<file path="src/rtl/uart_mmio_pkg.sv">
// Shared definitions for the UART MMIO controller: register offsets, STATUS
// bit positions, TX holding-register state encoding and an address decode helper.
// Contents: UART_STATUS/UART_RX/UART_TX offsets, ST_* bit indices, tx_state_t, reg_offset().
package uart_mmio_pkg;

  localparam logic [3:0] UART_STATUS = 4'h0;
  localparam logic [3:0] UART_RX     = 4'h4;
  localparam logic [3:0] UART_TX     = 4'h8;

  localparam int ST_TX_FREE   = 0;
  localparam int ST_RX_AVAIL  = 1;
  localparam int ST_TX_OVF    = 2;
  localparam int ST_COUNT_LSB = 3;

  typedef enum logic {
    TX_IDLE = 1'b0,
    TX_PEND = 1'b1
  } tx_state_t;

  // Only the word-select bits take part in decode; byte-lane bits are ignored.
  function automatic logic [3:0] reg_offset(input logic [3:0] addr);
    return {addr[3:2], 2'b00};
  endfunction

endpackage

</file>
<file path="src/rtl/uart_mmio_ctrl_sync_fifo.sv">
// sync_fifo: single-clock FIFO with head-of-queue output (first-word fall-through).
// Latency: a pushed word is visible on head the cycle after the push; pop takes effect at the edge.
// Backpressure: push ignored while full, pop ignored while empty; caller gates with full/empty.
// Ports: clk, reset (async active-low), push/push_data, pop, head, full, empty, count.
module sync_fifo #(
  parameter int WIDTH = 8,
  parameter int DEPTH = 4,
  parameter int CNT_W = $clog2(DEPTH) + 1
) (
  input  logic             clk,
  input  logic             reset,
  input  logic             push,
  input  logic [WIDTH-1:0] push_data,
  input  logic             pop,
  output logic [WIDTH-1:0] head,
  output logic             full,
  output logic             empty,
  output logic [CNT_W-1:0] count
);

  localparam int PTR_W = (DEPTH > 1) ? $clog2(DEPTH) : 1;

  logic [WIDTH-1:0] mem [DEPTH];
  logic [PTR_W-1:0] wr_ptr;
  logic [PTR_W-1:0] rd_ptr;
  logic             do_push;
  logic             do_pop;

  assign full    = (count == CNT_W'(DEPTH));
  assign empty   = (count == '0);
  assign do_push = push && !full;
  assign do_pop  = pop && !empty;
  assign head    = mem[rd_ptr];

  // Storage needs no reset: an empty FIFO never exposes its contents.
  always_ff @(posedge clk) begin
    if (do_push) begin
      mem[wr_ptr] <= push_data;
    end
  end

  // DEPTH is a power of two, so pointer overflow is the modulo wrap.
  always_ff @(posedge clk or negedge reset) begin
    if (!reset) begin
      wr_ptr <= '0;
      rd_ptr <= '0;
      count  <= '0;
    end else begin
      if (do_push) wr_ptr <= wr_ptr + PTR_W'(1);
      if (do_pop)  rd_ptr <= rd_ptr + PTR_W'(1);
      case ({do_push, do_pop})
        2'b10:   count <= count + CNT_W'(1);
        2'b01:   count <= count - CNT_W'(1);
        default: count <= count;
      endcase
    end
  end

endmodule

</file>
<file path="src/rtl/uart_mmio_ctrl.sv">
// uart_mmio_ctrl: MMIO register front-end for a UART byte receiver/transmitter.
// Latency: mmio_rdata is registered, valid one cycle after mmio_ren; tx_valid rises the cycle after a TX write.
// Backpressure: rx_ready drops while the RX FIFO is full; TX writes while a byte is pending are dropped and flag tx_ovf.
// Ports: clk, reset (async active-low); mmio_addr/wen/ren/wdata/rdata; rx_data/rx_valid/rx_ready; tx_data/tx_valid/tx_ready.
module uart_mmio_ctrl
  import uart_mmio_pkg::*;
#(
  parameter int RX_FIFO_DEPTH = 4,
  parameter int CNT_W         = $clog2(RX_FIFO_DEPTH) + 1
) (
  input  logic        clk,
  input  logic        reset,
  input  logic [3:0]  mmio_addr,
  input  logic        mmio_wen,
  input  logic        mmio_ren,
  input  logic [31:0] mmio_wdata,
  output logic [31:0] mmio_rdata,
  input  logic [7:0]  rx_data,
  input  logic        rx_valid,
  output logic        rx_ready,
  output logic [7:0]  tx_data,
  output logic        tx_valid,
  input  logic        tx_ready
);

  logic [3:0]       sel;
  logic             rx_full;
  logic             rx_empty;
  logic [7:0]       rx_head;
  logic [CNT_W-1:0] rx_count;
  logic             rx_pop;
  logic             tx_wr;
  logic             status_wr;
  tx_state_t        tx_state;
  tx_state_t        tx_state_next;
  logic             tx_load;
  logic             ovf_set;
  logic             tx_ovf;
  logic [31:0]      status_word;
  logic [31:0]      rdata_next;

  assign sel       = reg_offset(mmio_addr);
  assign tx_wr     = mmio_wen && (sel == UART_TX);
  assign status_wr = mmio_wen && (sel == UART_STATUS);
  assign rx_pop    = mmio_ren && (sel == UART_RX) && !rx_empty;
  assign rx_ready  = !rx_full;
  assign tx_valid  = (tx_state == TX_PEND);

  sync_fifo #(
    .WIDTH (8),
    .DEPTH (RX_FIFO_DEPTH),
    .CNT_W (CNT_W)
  ) u_rx_fifo (
    .clk       (clk),
    .reset     (reset),
    .push      (rx_valid && rx_ready),
    .push_data (rx_data),
    .pop       (rx_pop),
    .head      (rx_head),
    .full      (rx_full),
    .empty     (rx_empty),
    .count     (rx_count)
  );

  // TX holding register sequencing.
  always_ff @(posedge clk or negedge reset) begin
    if (!reset) begin
      tx_state <= TX_IDLE;
    end else begin
      tx_state <= tx_state_next;
    end
  end

  always_comb begin
    tx_state_next = tx_state;
    tx_load       = 1'b0;
    ovf_set       = 1'b0;
    case (tx_state)
      TX_IDLE: begin
        if (tx_wr) begin
          tx_load       = 1'b1;
          tx_state_next = TX_PEND;
        end
      end
      TX_PEND: begin
        // A write here is dropped even on the handshake cycle: the old byte
        // is still the one being handed over.
        if (tx_wr)    ovf_set       = 1'b1;
        if (tx_ready) tx_state_next = TX_IDLE;
      end
      default: tx_state_next = TX_IDLE;
    endcase
  end

  always_ff @(posedge clk or negedge reset) begin
    if (!reset) begin
      tx_data <= '0;
      tx_ovf  <= 1'b0;
    end else begin
      if (tx_load) tx_data <= mmio_wdata[7:0];
      // Set has priority over a same-cycle W1C.
      if (ovf_set) begin
        tx_ovf <= 1'b1;
      end else if (status_wr && mmio_wdata[ST_TX_OVF]) begin
        tx_ovf <= 1'b0;
      end
    end
  end

  // STATUS is built from current state, so a read shows pre-update values.
  always_comb begin
    status_word                           = '0;
    status_word[ST_TX_FREE]               = !tx_valid;
    status_word[ST_RX_AVAIL]              = !rx_empty;
    status_word[ST_TX_OVF]                = tx_ovf;
    status_word[ST_COUNT_LSB +: CNT_W]    = rx_count;
  end

  always_comb begin
    rdata_next = '0;
    case (sel)
      UART_STATUS: rdata_next = status_word;
      UART_RX:     rdata_next = rx_empty ? 32'h0 : {24'h0, rx_head};
      default:     rdata_next = '0;
    endcase
  end

  always_ff @(posedge clk or negedge reset) begin
    if (!reset) begin
      mmio_rdata <= '0;
    end else if (mmio_ren) begin
      mmio_rdata <= rdata_next;
    end
  end

endmodule
</file>
<file path="config.mk">
export PLATFORM = sky130hd
export DESIGN_NAME = uart_mmio_ctrl
export DESIGN_NICKNAME = d
export VERILOG_FILES = /design/src/rtl/uart_mmio_pkg.sv /design/src/rtl/uart_mmio_ctrl_sync_fifo.sv /design/src/rtl/uart_mmio_ctrl.sv
export SDC_FILE = /design/constraint.sdc
export NUM_CORES = 1
export LEC_CHECK = 0
export ABC_AREA = 1
export BUFFER_PORTS_ARGS = -buffer_cell sky130_fd_sc_hd__buf_2
export CAP_MARGIN = 10
export CORE_MARGIN = 2
export CORE_UTILIZATION = 40
export CTS_CLUSTER_DIAMETER = 40
export DETAILED_ROUTE_END_ITERATION = 7
export PLACE_DENSITY = 0.7
export SLEW_MARGIN = 30
export SYNTH_ARGS = -nofsm -noshare
export SYNTH_HDL_FRONTEND = slang
export SYNTH_SLANG_ARGS = --single-unit
export TNS_END_PERCENT = 1
</file>
<file path="constraint.sdc">
create_clock -name clk -period 2.12 [get_ports clk]
set_clock_uncertainty 0.05 [all_clocks]
set_input_delay 0.636 -clock clk [delete_from_list [all_inputs] [get_ports clk]]
set_output_delay 0.636 -clock clk [all_outputs]
set_load 0.005 [all_outputs]
</file>
* Word-level counts from Yosys, hierarchy flattened
Memory sizes are Yosys's and may differ from the RTL's.
Index checks and enable logic that the tools add are counted.
** Cells by class
- $lt $le $gt $ge :: 0
- Reduce and logical (&&, ||, !) cells :: 15
- Mux-type cells :: 12
- Divide/modulo/power cells :: 0
- $mul :: 0
- Add/subtract/negate cells :: 4
- Equal/unequal tests :: 5
- Shifts and indexed selects :: 0
- Bitwise operators :: 1
** Operator list (number)
- 32-bit case mux with 2 select lines :: 1
- 1-bit logical AND :: 8
- 1-bit 2-to-1 mux :: 8
- 8-bit 2-to-1 mux :: 1
- 3-bit case mux with 2 select lines :: 1
- 2-bit by 1-bit adder with 2-bit output, second input constant :: 2
- 2-bit by 1-bit == test with 1-bit output, second input constant :: 2
- 2-bit == test, second input constant :: 2
- 4-bit zero test :: 1
- 2-bit nonzero test :: 2
- 3-bit by 1-bit adder with 3-bit output, second input constant :: 1
- 3-bit == test, second input constant :: 1
- 1-bit zero test :: 3
- 3-bit zero test :: 1
- 3-bit by 1-bit subtractor with 3-bit output, second input constant :: 1
- 1-bit case mux with 2 select lines :: 1
- 1-bit NOT :: 1
** Word-level totals
- Memories kept :: 1
- Word-level logic and storage cells :: 45
- Bits in registers :: 49
- Bits of input ports :: 50
- Bits in writable memories :: 32
- Bits in latches :: 0
- ROM bits :: 0
- Output and inout port bits :: 42
** Memories
- u_rx_fifo.mem :: depth 4, bits a word 8, rd ports 1, clocked after Yosys merged registers in 0, wr ports 1, line uart_mmio_ctrl_sync_fifo.sv:23 : logic [WIDTH-1:0] mem [DEPTH];

* Logic depth before layout (Yosys ltp)
- Word-level depth :: 6
- Mapped depth :: 10
- Depth with buffers taken out :: 10

* Cells and area by module
Synthesis repeated with hierarchy kept, for this count alone.
** Second synthesis, totals
- Cells, all modules :: 290
- Area total of the unflattened synthesis :: 2787.7 um^2
** Modules (own cells, without submodules)
- sync_fifo :: area each 1751.7 um^2, cells each 154, sequential area each 1136.1 um^2, instances 1
- uart_mmio_ctrl :: area each 1036.0 um^2, cells each 136, sequential area each 450.4 um^2, instances 1

* Worst setup path before layout
OpenSTA, ideal clock, no wires.
- Path kind :: input to register
- Start :: in mmio_addr[2]
- End :: reg u_rx_fifo.count[2]
- Path buffers :: 0
- Data required time :: 1.991 ns
- Library setup time :: 0.079 ns
- Cell stages on the path :: 10
- Data arrival time :: 2.064 ns
- Slack :: -0.073 ns
- Path through :: inv_1 > nor2_1 > nand3_2 > inv_2 > ha_1 > inv_1 > fa_1 > or2_2 > nand2_1 > xor2_1
** Between the ends
- Longest elaborated chain between the ends :: 6
- Elaborated cells between the ends (all ways) :: 8
- Classes of those cells :: eq/ne (3); mux (1); reduce/logical (4)
** Ends and longest elaborated chain
- start, declared :: line uart_mmio_ctrl.sv:13 : input logic [3:0] mmio_addr,
- 2-bit by 1-bit == test with 1-bit output (*) :: line uart_mmio_ctrl.sv:45 : assign rx_pop = mmio_ren && (sel == UART_RX) && !rx_empty;
- 1-bit logical AND (*) (2 in a row) :: line uart_mmio_ctrl.sv:45
- 1-bit logical AND (*) :: line uart_mmio_ctrl_sync_fifo.sv:32 : assign do_pop = pop && !empty;
- named net u_rx_fifo.do_pop :: line uart_mmio_ctrl_sync_fifo.sv:27 : logic do_pop;
- 2-bit by 1-bit == test with 1-bit output or 2-bit == test (tied branches) :: line uart_mmio_ctrl_sync_fifo.sv:51 : case ({do_push, do_pop})
- 3-bit case mux with 2 select lines or 2-bit nonzero test (tied branches)
- end signal, assigned :: line uart_mmio_ctrl_sync_fifo.sv:52 : 2'b10: count <= count + CNT_W'(1);
- end signal, assigned :: line uart_mmio_ctrl_sync_fifo.sv:53 : 2'b01: count <= count - CNT_W'(1);
- end signal, assigned :: line uart_mmio_ctrl_sync_fifo.sv:54 : default: count <= count;
- end, declared :: line uart_mmio_ctrl_sync_fifo.sv:18 : output logic [CNT_W-1:0] count
Mark *: on every way through the listed nets, which the timed path passes. The rest lies on a longest branch.
A chain may end at the register's enable or synchronous reset.

* Worst setup path after layout
- Start :: reg u_rx_fifo.count[0]
- End :: reg u_rx_fifo.count[2]
** Between the ends
- Longest elaborated chain between the ends :: 6
- Elaborated cells between the ends (all ways) :: 14
- Classes of those cells :: add/sub (2); eq/ne (3); mux (1); reduce/logical (8)
** Ends and longest elaborated chain (line)
- 3-bit == test or 3-bit zero test (tied branches) :: uart_mmio_ctrl_sync_fifo.sv:29, uart_mmio_ctrl_sync_fifo.sv:30
- 1-bit zero test (on tied branches)
- 1-bit logical AND (on tied branches) :: uart_mmio_ctrl.sv:56, uart_mmio_ctrl.sv:45
- 1-bit logical AND (on tied branches) :: uart_mmio_ctrl_sync_fifo.sv:31, uart_mmio_ctrl_sync_fifo.sv:32
- 2-bit by 1-bit == test with 1-bit output or 2-bit == test (tied branches) :: uart_mmio_ctrl_sync_fifo.sv:51
- 3-bit case mux with 2 select lines or 2-bit nonzero test (tied branches)
Parallel ways exist; a longest one is shown, timed or not.

==> results by group <==
CTS
  • Later-pin clock latency in the skew report: 340 ps
  • CTS root buffer: clkbuf_8
  • CTS tree: done
  • Clock transition at the registers of the reported paths: 70 ps
  • CTS Hold Bufs: 0
  • Setup bufs post-CTS: 0
  • CTS Sinks: 57
  • Bufs on Longest Clock Path: 2
  • CTS Buf Count: 9
  • PostCTS Resize Cnt: 0
  • H-tree depth: 3

Setup path
  • CP startpoint kind: register
  • Worst-path cell chain: inv_1 -> nand3_1 -> nand2_2 -> ha_4 -> inv_2 -> fa_2 -> or2_4 -> nand2_1 -> xor2_1
  • Worst Path Required: 2330 ps
  • CP arrival: 2070 ps
  • Critical-path top delay cell: dfrtp_1
  • CP Class: reg -> reg
  • CP Max Fanout: 4
  • CP peak stage delay: 390 ps
  • Crit end category: register

Hold path
  • Hold/Removal Path Class: in -> async

STA
  • Final Hold Vio Count: 0
  • Slew HR: 63.4%
  • Post-layout min period: 1860 ps
  • # setup viols final: 0
  • Unrepaired setup endpoints after global routing: false
  • Worst Tran Pin Value: 549 ps
  • Hold slack: 232 ps
  • Tcrit/Tclk final: 87.7%
  • Max-slew violation count: 0
  • Fmax: 0.538 GHz

Layout
  • # nets final: 375
  • Filler cell count: 572
  • Non-Filler Instances: 401
  • Layout area overhead: 18.5%
  • Share of cells above drive strength 1: 24.4%
  • Multi-input combinational cell area: 831 sq um
  • Core Util, Final: 49.1%
  • Antenna cell count: 0
  • Finished Cell Area: 3120 sq um
  • Total area of sequential cells: 1590 sq um

Logic synthesis
  • Synth top area share: 36.5%
  • Unique cell type count in the Yosys netlist: 26
  • XOR/XNOR Fraction of Synth Area: 1.67%
  • Most frequent cells after synthesis: nand2_1 (65), edfxtp_1 (32), buf_4 (25), dfrtp_1 (25), inv_1 (25)
  • Post-synth top area cell: edfxtp_1
  • Simple logic cell fraction of the synthesized area: 18.0%
  • Register bit total from synthesis: 57
  • Largest cells by area after synthesis: edfxtp_1 (37%), dfrtp_1 (24%), nand2_1 (9.3%)
  • Count leader, synth: nand2_1
  • Adder-Cell Fraction of Synth Area: 3.14%
  • Compound-Gate Fraction of Synth Area: 4.71%
  • Mapped Area: 2630 sq um
  • Synthesized area per cell: 10.0 sq um
  • Largest family of logic cells by synthesized area: simple AND/OR/NAND/NOR gates
  • Multiplexer share of the synthesized area: 0%
  • Post-synth EDFFs: 32
  • Mapped Cells: 262
  • Synth warnings: 0
  • Top_reg_cell synth: edfxtp_1
  • Register area share after synthesis: 60.3%
  • Post-synth ARST share: 43.9%

Pwr
  • PwrDens: 1170 nW/um^2
  • Max rail drop VDD: 0.691 mV
  • Final total power: 3630 uW
  • Lkg Pwr: 0.00149 uW

Route
  • Vias: 1786
  • Post-route ant nets: 0
  • Vias per cell: 4.45
  • Drt first pass iters: 4
  • Post-route DRC: 0
  • Aggregate routed wire length: 4640 um
  • WL/cell: 11.6 um
  • Initial DRC count: 77

GRT
  • Global route overflow: 0
  • First-pass GRT wire length: 7550 um
  • Largest net degree at the start of global routing: 26
  • Vias in the first global route: 1658
  • Total track usage: 13.9%
  • Initial antenna violation count: 0

Place
  • Post-place instance area: 2910 sq um
  • # port buffers: 41
  • Post-Place Cells: 385
  • DPL Wire Length: 3290 um
  • Placer's final routability congestion estimate: 0.730

Floorplanning
  • # IOs: 92
  • Die height: 85.1 um
  • Die Wd: 85.1 um
  • Rows: 29
  • Die area: 7240 sq um
  • Initial Util: 41.4%
  • Core ar.: 6350 sq um

Run status
  • Status: complete, no violations

Job
  • Max_cap viols: 0
layer usage:
layer | wire [um] | global-route usage [%] | vias to the layer above
met2 | 2210 | 23.6 | 74
met5 | 0 | 0 | -
met3 | 394 | 6.42 | 3
met4 | 34 | 3.90 | 0
li1 | - | - | 907
met1 | 2000 | 16.0 | 802
area by class of cell:
cell class	instances	share of cell area [%]
sequential	57	50.9
multi-input combinational	170	26.7
timing repair buffer	52	9.23
clock buffer	12	4.98
inverter	29	3.49
tap	77	3.09
clock inverter	4	1.65
worst max-delay path, delay by kind of cell (launching register included):
family / cells / cell delay [ps]
flip-flops: 1 / 390
adder cells (fa/ha/maj): 2 / 460
XOR/XNOR: 1 / 130
AND/OR/NAND/NOR: 4 / 580
buffers and inverters: 2 / 180
logic make-up (layout without fill, tap and decap cells):
| group | Yosys count | count (layout) |
|---|---|---|
| XOR/XNOR | 5 | 5 |
| other | 1 | 24 |
| AND/OR/NAND/NOR | 111 | 111 |
| buffers and inverters | 58 | 97 |
| flip-flops | 57 | 57 |
| AO/OA/AOI/OAI | 24 | 24 |
| adder cells (fa/ha/maj) | 6 | 6 |
registers in the layout, summed over array words and instances, names as in the netlist:
signal and flops:
mmio_rdata 8, tx_data 8, tx_ovf 1, tx_valid 1
u_rx_fifo.count 3, u_rx_fifo.mem 32, u_rx_fifo.rd_ptr 2, u_rx_fifo.wr_ptr 2
stage by stage:
stage	setup WS, ps	setup TNS (ps)
after CTS	230	0
after global placement	-18.6	-18.6
after floorplan	34.2	0
after detailed placement	-59.2	-59.2
final	261	0
after global routing	120	0
final timing paths:
path	slack, ps	depth (start not counted)	start	to
max	260	9	u_rx_fifo.count[0]	u_rx_fifo.count[2]
min	230	1	reset	u_rx_fifo.wr_ptr[0]
max reg2reg	260	9	u_rx_fifo.count[0]	u_rx_fifo.count[2]
min reg2reg	420	1	u_rx_fifo.count[0]	u_rx_fifo.count[0]
max in group asynchronous	1410	1	reset	mmio_rdata[7]
min in group clk	420	1	u_rx_fifo.count[0]	u_rx_fifo.count[0]
cell usage in the layout (no fill, tap or decap), types with 2 or more instances in the layout:
master and n:
inv_1 24, dfrtp_1 25, buf_4 11, o21ai_0 19
nor3_1 2, clkinv_1 2, clkbuf_8 11, xor2_1 3
conb_1 24, inv_2 3, ha_1 4, edfxtp_1 32
nand2_2 2, nor2_1 22, buf_2 41, nand3_1 16
a21oi_1 3, xnor2_1 2, nand2_1 65
where the power goes:
part | internal, uW | leakage (uW) | switching, uW
logic | 395 | 0.000778 | 616
registers | 1450 | 0.000606 | 140
clock network | 606 | 0.000103 | 422
Power figures use the tool's default switching activity.
